$ cat config.mk
export PLATFORM = sky130hd
export DESIGN_NAME = tytra_leaf_pipe_node_flat
export DESIGN_NICKNAME = d
export VERILOG_FILES = /design/src/rtl/tytra_leaf_pipe_node_if.sv /design/src/rtl/tytra_leaf_pipe_node.sv /design/src/flat_wrapper.sv
export SDC_FILE = /design/constraint.sdc
export NUM_CORES = 1
export LEC_CHECK = 0
export ABC_CLOCK_PERIOD_IN_PS = 6300
export BUFFER_PORTS_ARGS = -buffer_cell sky130_fd_sc_hd__buf_4
export CORE_MARGIN = 2
export CORE_UTILIZATION = 37
export CTS_CLUSTER_SIZE = 20
export DETAILED_ROUTE_END_ITERATION = 10
export PLACE_DENSITY_LB_ADDON = 0.25
export SLEW_MARGIN = 20
export SYNTH_ARGS = -nofsm -noshare
export SYNTH_HDL_FRONTEND = slang
export SYNTH_SLANG_ARGS = --single-unit
$ cat constraint.sdc
create_clock -name clk -period 6.3 [get_ports clk]
set_clock_uncertainty 0.1 [all_clocks]
set_input_delay 0.63 -clock clk [delete_from_list [all_inputs] [get_ports clk]]
set_output_delay 0.63 -clock clk [all_outputs]
set_load 0.01 [all_outputs]
$ cat src/rtl/tytra_leaf_pipe_node_if.sv
// Stream bus of the TyBEC leaf map node: two joined operand inputs, one result output.
//
// Handshake: an operand pair transfers at a rising clk edge when ivalid_in1,
// ivalid_in2 (unless in2 is a constant) and iready are all high. A result
// transfers at a rising edge when ovalid and oready are both high. A producer
// holding a valid keeps its data stable until the transfer happens. ovalid and
// out1 stay stable while oready is low. iready depends on registered state only.
interface tytra_leaf_pipe_node_if #(
   parameter int STREAMW = 32
);
   logic               ivalid_in1;
   logic [STREAMW-1:0] in1;
   logic               ivalid_in2;
   logic [STREAMW-1:0] in2;
   logic               iready;
   logic               ovalid;
   logic [STREAMW-1:0] out1;
   logic               oready;

   // Upstream/downstream side (drives operands and oready).
   modport master (
      output ivalid_in1, in1, ivalid_in2, in2, oready,
      input  iready, ovalid, out1
   );

   // Node side.
   modport slave (
      input  ivalid_in1, in1, ivalid_in2, in2, oready,
      output iready, ovalid, out1
   );
endinterface

$ cat src/rtl/tytra_leaf_pipe_node.sv
// tytra_leaf_pipe_node: generic leaf map node. Joins in1/in2, applies OP through
// a free-running LAT-stage pipeline and buffers results in a DEPTH=LAT+2 entry
// first-word-fall-through FIFO. A credit counter (pipeline + FIFO occupancy)
// gates iready so a result always finds room in the FIFO.
// Optional build macro TYTRA_LEAF_SAT_EN: signed saturation for add/sub.
module tytra_leaf_pipe_node #(
   parameter int                 STREAMW   = 32,
   parameter int                 LAT       = 4,
   parameter int                 OP        = 0,
   parameter int                 CONST_IN2 = 0,
   parameter logic [STREAMW-1:0] CONST_VAL = '0
) (
   input logic                   clk,
   input logic                   rst,
   tytra_leaf_pipe_node_if.slave bus
);
   localparam int DEPTH = LAT + 2;
   localparam int CW    = $clog2(DEPTH + 1);
   localparam int PW    = $clog2(DEPTH);

   logic               op2_valid;
   logic [STREAMW-1:0] op2;
   logic               jvalid;
   logic               accept;
   logic               iready;
   logic [STREAMW-1:0] res;

   // Operand join: both operands are consumed together, never one alone.
   assign op2_valid = (CONST_IN2 != 0) ? 1'b1 : bus.ivalid_in2;
   assign op2       = (CONST_IN2 != 0) ? CONST_VAL : bus.in2;
   assign jvalid    = bus.ivalid_in1 & op2_valid;
   assign accept    = jvalid & iready;

`ifdef TYTRA_LEAF_SAT_EN
   localparam logic [STREAMW-1:0] SMAX = {1'b0, {(STREAMW-1){1'b1}}};
   localparam logic [STREAMW-1:0] SMIN = {1'b1, {(STREAMW-1){1'b0}}};
   logic [STREAMW:0] a_x;
   logic [STREAMW:0] b_x;
   logic [STREAMW:0] s_x;

   // Operator with one guard bit; add/sub clamp on signed overflow.
   always_comb begin
      res = bus.in1;
      a_x = {bus.in1[STREAMW-1], bus.in1};
      b_x = {op2[STREAMW-1], op2};
      s_x = (OP == 1) ? (a_x - b_x) : (a_x + b_x);
      case (OP)
         0, 1: begin
            if (s_x[STREAMW] != s_x[STREAMW-1]) res = s_x[STREAMW] ? SMIN : SMAX;
            else                                res = s_x[STREAMW-1:0];
         end
         2:       res = bus.in1 * op2;
         default: res = bus.in1;
      endcase
   end
`else
   // Operator, wrapping modulo 2^STREAMW.
   always_comb begin
      res = bus.in1;
      case (OP)
         0:       res = bus.in1 + op2;
         1:       res = bus.in1 - op2;
         2:       res = bus.in1 * op2;
         default: res = bus.in1;
      endcase
   end
`endif

   // Pipeline: one valid bit per stage, never stalls; bubbles are valid=0.
   logic [LAT-1:0]     pv_q;
   logic [LAT-1:0]     pv_d;
   logic [STREAMW-1:0] pd_q [LAT];

   // Next valid vector: accept enters stage 0, every stage shifts by one.
   always_comb begin
      pv_d    = '0;
      pv_d[0] = accept;
      for (int k = 1; k < LAT; k++) pv_d[k] = pv_q[k-1];
   end

   // Valid bits are cleared by reset so in-flight elements are discarded.
   always_ff @(posedge clk) begin
      if (rst) pv_q <= '0;
      else     pv_q <= pv_d;
   end

   // Data stages carry no reset; only their valid bits matter.
   always_ff @(posedge clk) begin
      pd_q[0] <= res;
      for (int k = 1; k < LAT; k++) pd_q[k] <= pd_q[k-1];
   end

   // Output FIFO and credit counter.
   logic [STREAMW-1:0] mem_q [DEPTH];
   logic [PW-1:0]      wptr_q, wptr_d;
   logic [PW-1:0]      rptr_q, rptr_d;
   logic [CW-1:0]      fcnt_q, fcnt_d;
   logic [CW-1:0]      occ_q, occ_d;
   logic               wr;
   logic               ovalid;
   logic               pop;

   function automatic logic [PW-1:0] ptr_inc(input logic [PW-1:0] p);
      return (p == PW'(DEPTH - 1)) ? '0 : p + PW'(1);
   endfunction

   assign wr     = pv_q[LAT-1];
   assign ovalid = (fcnt_q != '0);
   assign pop    = ovalid & bus.oready;
   assign iready = (occ_q < CW'(DEPTH));

   // Next pointers and counts; occupancy moves by +accept-pop.
   always_comb begin
      wptr_d = wr  ? ptr_inc(wptr_q) : wptr_q;
      rptr_d = pop ? ptr_inc(rptr_q) : rptr_q;
      fcnt_d = fcnt_q + CW'(wr) - CW'(pop);
      occ_d  = occ_q + CW'(accept) - CW'(pop);
   end

   // Pointer/count registers; reset empties the FIFO and clears credit.
   always_ff @(posedge clk) begin
      if (rst) begin
         wptr_q <= '0;
         rptr_q <= '0;
         fcnt_q <= '0;
         occ_q  <= '0;
      end else begin
         wptr_q <= wptr_d;
         rptr_q <= rptr_d;
         fcnt_q <= fcnt_d;
         occ_q  <= occ_d;
      end
   end

   // FIFO storage write; credit guarantees the slot is free.
   always_ff @(posedge clk) begin
      if (wr) mem_q[wptr_q] <= pd_q[LAT-1];
   end

   assign bus.iready = iready;
   assign bus.ovalid = ovalid;
   assign bus.out1   = ovalid ? mem_q[rptr_q] : '0;
endmodule
$ cat src/flat_wrapper.sv
// flat-port wrapper written by rule: the top's interface ports become plain ports
module tytra_leaf_pipe_node_flat 
#(
   parameter int                 STREAMW   = 32,
   parameter int                 LAT       = 4,
   parameter int                 OP        = 0,
   parameter int                 CONST_IN2 = 0,
   parameter logic [STREAMW-1:0] CONST_VAL = '0
)
  (clk, rst, bus_ivalid_in1, bus_in1, bus_ivalid_in2, bus_in2, bus_oready, bus_iready, bus_ovalid, bus_out1);
  tytra_leaf_pipe_node_if #(.STREAMW(STREAMW)) bus_i ();
  input logic clk;
  input logic rst;
  input wire logic [$bits(bus_i.ivalid_in1)-1:0] bus_ivalid_in1;
  input wire logic [$bits(bus_i.in1)-1:0] bus_in1;
  input wire logic [$bits(bus_i.ivalid_in2)-1:0] bus_ivalid_in2;
  input wire logic [$bits(bus_i.in2)-1:0] bus_in2;
  input wire logic [$bits(bus_i.oready)-1:0] bus_oready;
  output wire logic [$bits(bus_i.iready)-1:0] bus_iready;
  output wire logic [$bits(bus_i.ovalid)-1:0] bus_ovalid;
  output wire logic [$bits(bus_i.out1)-1:0] bus_out1;
  assign bus_i.ivalid_in1 = bus_ivalid_in1;
  assign bus_i.in1 = bus_in1;
  assign bus_i.ivalid_in2 = bus_ivalid_in2;
  assign bus_i.in2 = bus_in2;
  assign bus_i.oready = bus_oready;
  assign bus_iready = bus_i.iready;
  assign bus_ovalid = bus_i.ovalid;
  assign bus_out1 = bus_i.out1;
  tytra_leaf_pipe_node #(.STREAMW(STREAMW), .LAT(LAT), .OP(OP), .CONST_IN2(CONST_IN2), .CONST_VAL(CONST_VAL)) u_core (.clk(clk), .rst(rst), .bus(bus_i));
endmodule
==> results.txt <==
- DP Worst Slack: between 2 and 3 ns
- Worst-case headroom to the max-slew limit: 0.352
- The worst setup path is of the reg -> out kind.
* Routed wire length: 21600 um
* Die X-Extent: 185 um
* Port-buffer cells: 102
- The flow ran to the end, and the final reports show no timing, DRC or antenna violations.
- Total power for the finished layout comes to 5.77 mW.
- Vias in the first global route: 6331
- Pin placement for this block handled 103 I/O pins.
- Top achievable clock speed: 0.278 GHz
- Actual transition at the worst max-transition pin: 0.967 ns
* Area fraction of the dominant cell type after synthesis: 0.475
* DR DRC count: 0
* Ant. Diodes: 0
* Register area share after synthesis: 0.717
- Post-CTS sizing: 0
- STA puts the critical path data arrival time at 2.86 ns.
- Post-Synthesis Cells: 766
- Reg2reg setup slack: just under 4 ns
* Main area contributors after synthesis: sky130_fd_sc_hd__edfxtp_1 47%, sky130_fd_sc_hd__dfxtp_1 24%, sky130_fd_sc_hd__mux4_2 5.9%
- Counting flops with a built-in enable in the synthesized netlist gives 192.
- Syn Area/Cell: 15.9 sq um
- Chip Height: between 150 and 200 um
- The final count of pins violating max slew came to 0.
- Minimum clock period after layout: 3.59 ns
- The worst register-to-register path ends at u_core.fcnt_q[2].
* Initial DRC count: 312
* Startpoint Class: flip-flop
- For the worst setup path, the data required time is 5.57 ns.
- Summing all placed instances gives a cell area of 13500 sq um.
- For this run, the leading register cell type out of synthesis is sky130_fd_sc_hd__edfxtp_1.
- The first global-routing pass estimated around 34000 um of wire.
- In this run the number of H-tree levels came out at 2.
- When the netlist entered floorplanning its net count stood at about 870.
- The pre-antenna-repair detailed-routing pass consisted of 4 iterations.
- The worst hold path terminates at u_core.pd_q[2][5].
* Setup repair after global routing missed its margin: false
- Highest fanout seen on the critical path: 46
* Overall die area: 34300 sq um
- Final global-route overflow total: 0
- The routed layout has 6271 vias.
- Cell Area, Synth: 12200 sq um
- For this configuration, the core starts out at a cell density of 0.374.
* Highest ir drop seen on vdd: about 0.17 mV
- The layout has 2894 filler cells.
* Hold Path Cell Cnt: 0
- Final Hold Vio Count: 0
- The root buffer cell chosen for the clock tree is sky130_fd_sc_hd__clkbuf_16.
- TritonCTS clock tree: done
* Util after Layout: 0.450
- In this run the remaining antenna-violating nets after routing total 0.
- Fraction of final layout cells with drive strength greater than 1: 0.230
- HPWL reported at the end of detailed placement: 13200 um
- The min-delay analysis places its worst path in the category reg -> reg.
- At the end of routability-driven placement, the weighted congestion stood at 0.755.
- Area added between synthesis and finish: 20.1%
* Top cell type by total area after synthesis: sky130_fd_sc_hd__edfxtp_1
* Final Cell Area: 14600 sq um
* Number of clock buffers inserted by TritonCTS: 34
- Setup ws final: 2.71 ns
- Pin count of the biggest net entering global routing: 47
* Setup_tns: 0 ns
- The number of antenna violations at the first check in global routing came to 0.
- Of all flip-flops after synthesis, the portion carrying an async set or reset was 0.
- In this run, synthesis produced a sequential element count of 339.
- Std-Cell Core Area: 32500 sq um
- Number of nets in the layout: 995
* Leakage: between 5 and 6 nW
- Yosys printed 0 warnings.
- Across every metal layer, demand over resource in global routing totals 0.129.
* Worst r2r src: u_core.fcnt_q[1]
- Buffers added to address setup during post-CTS repair amount to 0.
* Crit path capture type: output port
- The clock net in this run drives a total of 339 sinks.
* Start point of the worst hold path: u_core.pd_q[1][5]
- Of the available clock period, the critical path in the final layout requires 0.570.
* Number of hold buffers added after CTS: 0
- Skew-Pair Late Insertion Delay: 0.50 ns
- Power density cells: 395 nW/um^2
* Clock transition at the registers of the reported paths: 0.06 ns
- Row generation in the floorplan step produced 66 rows.
- After detailed routing, the average wire length per cell comes to 16.0 um.
* Distinct cell type count of the synthesized netlist: 44
* Worst hold slack: about 0.22 ns
* Number of cells on the worst reg-to-reg path: 10
- The tool flagged a number of max-cap violations equal to 0.
- Number of setup violations in the final report: 0
- After detailed routing, the number of vias per cell comes to 4.63.
- Cell Count Post-Placement: 1293
* CTS max path bufs: 3
- Non-filler instance count after layout: 1354
placed cells by master, fill, tap and decap left out, types with 4 or more instances in the layout:
cell type                   netlist  final
sky130_fd_sc_hd__edfxtp_1       192    192
sky130_fd_sc_hd__dfxtp_1        147    144
sky130_fd_sc_hd__buf_4            0    111
sky130_fd_sc_hd__nor2_1          60     58
sky130_fd_sc_hd__ha_1            36     36
sky130_fd_sc_hd__clkbuf_16        0     35
sky130_fd_sc_hd__a21oi_1         34     34
sky130_fd_sc_hd__a211oi_1        34     34
sky130_fd_sc_hd__mux2i_1         32     32
sky130_fd_sc_hd__mux4_2          32     32
sky130_fd_sc_hd__xnor2_1         21     21
sky130_fd_sc_hd__a21o_1          20     20
sky130_fd_sc_hd__nand2_1         19     19
sky130_fd_sc_hd__inv_1           16     16
sky130_fd_sc_hd__xor2_1          13     13
sky130_fd_sc_hd__nor2b_1         10     10
sky130_fd_sc_hd__nand3_1          8      8
sky130_fd_sc_hd__o21ai_1          8      8
sky130_fd_sc_hd__clkinv_2         0      7
sky130_fd_sc_hd__a31oi_1          6      6
sky130_fd_sc_hd__o21ai_0          5      5
sky130_fd_sc_hd__clkbuf_8         0      5
sky130_fd_sc_hd__nor3_1           7      4
sky130_fd_sc_hd__nand2b_1         4      4
sky130_fd_sc_hd__nand4_1          4      4
sky130_fd_sc_hd__clkinv_1         0      4
flip-flops by register name, summed over array words and instances (netlist names), named ones only:
register,count
u_core.pd_q,128
u_core.pv_q,4
u_core.mem_q,192
u_core.wptr_q,3
u_core.fcnt_q,3
u_core.rptr_q,3
u_core.occ_q,3
cell type report:
class,instances,area [sq um],share of cell area
Inverter,16,60.1,0.00412
Clock buffer,43,956,0.0655
Multi-Input combinational cell,385,3310,0.227
Tap cell,442,553,0.0379
Sequential cell,339,8710,0.597
Timing Repair Buffer,111,833,0.0571
Clock inverter,18,170,0.0117
synth_stat cells, types with 4 or more instances:
cell type	count
sky130_fd_sc_hd__nand3_1	8
sky130_fd_sc_hd__nand2_1	19
sky130_fd_sc_hd__nand4_1	4
sky130_fd_sc_hd__clkbuf_1	14
sky130_fd_sc_hd__buf_1	5
sky130_fd_sc_hd__xor2_1	13
sky130_fd_sc_hd__nor2b_1	10
sky130_fd_sc_hd__nor3_1	7
sky130_fd_sc_hd__nor2_1	60
sky130_fd_sc_hd__mux4_2	32
sky130_fd_sc_hd__a31oi_1	6
sky130_fd_sc_hd__edfxtp_1	192
sky130_fd_sc_hd__mux2i_1	32
sky130_fd_sc_hd__a211oi_1	34
sky130_fd_sc_hd__a21oi_1	34
sky130_fd_sc_hd__o21ai_0	5
sky130_fd_sc_hd__nand2b_1	4
sky130_fd_sc_hd__inv_1	16
sky130_fd_sc_hd__o21ai_1	8
sky130_fd_sc_hd__buf_2	7
sky130_fd_sc_hd__xnor2_1	21
sky130_fd_sc_hd__dfxtp_1	147
sky130_fd_sc_hd__a21o_1	20
sky130_fd_sc_hd__ha_1	36
critical path, stage by stage (launching register included):
cell and delay (ns):
sky130_fd_sc_hd__dfxtp_4 0.97, sky130_fd_sc_hd__buf_4 0.49, sky130_fd_sc_hd__mux4_2 0.55, sky130_fd_sc_hd__nor2_1 0.11, sky130_fd_sc_hd__a211oi_1 0.07, sky130_fd_sc_hd__buf_4 0.17
layer usage:
layer | global-route usage | vias up | share of wire
li1 | - | 3119 | -
met1 | 0.178 | 2995 | 0.47
met2 | 0.209 | 122 | 0.47
met3 | 0.0199 | 35 | 0.037
met4 | 0.0419 | 0 | 0.020
met5 | 0 | - | 0
worst max path at each step:
stage | endpoint | depth (start not counted)
after global placement | u_core.pd_q[0][28] | 11
final | bus_out1[24] | 5
after detailed placement | u_core.pd_q[0][28] | 11
after floorplan | u_core.mem_q[3][0] | 2
after global routing | bus_out1[23] | 5
after CTS | bus_out1[23] | 5
power by group:
group | switching (mW) | internal [mW]
clock | 0.785 | 1.20
sequential | 0.209 | 2.62
combinational | 0.452 | 0.503
logic make-up (layout without fill, tap and decap cells):
logic type               after synthesis  in the layout  share of synthesized area
flip-flops                           339            339                      0.717
AO/OA/AOI/OAI                        127            127                     0.0722
AND/OR/NAND/NOR                      121            121                     0.0452
multiplexers                          64             64                     0.0857
buffers and inverters                 42            188                     0.0137
adder cells (fa/ha/maj)               39             39                     0.0420
XOR/XNOR                              34             34                     0.0245
No activity file was read; power rests on OpenSTA's default activity.
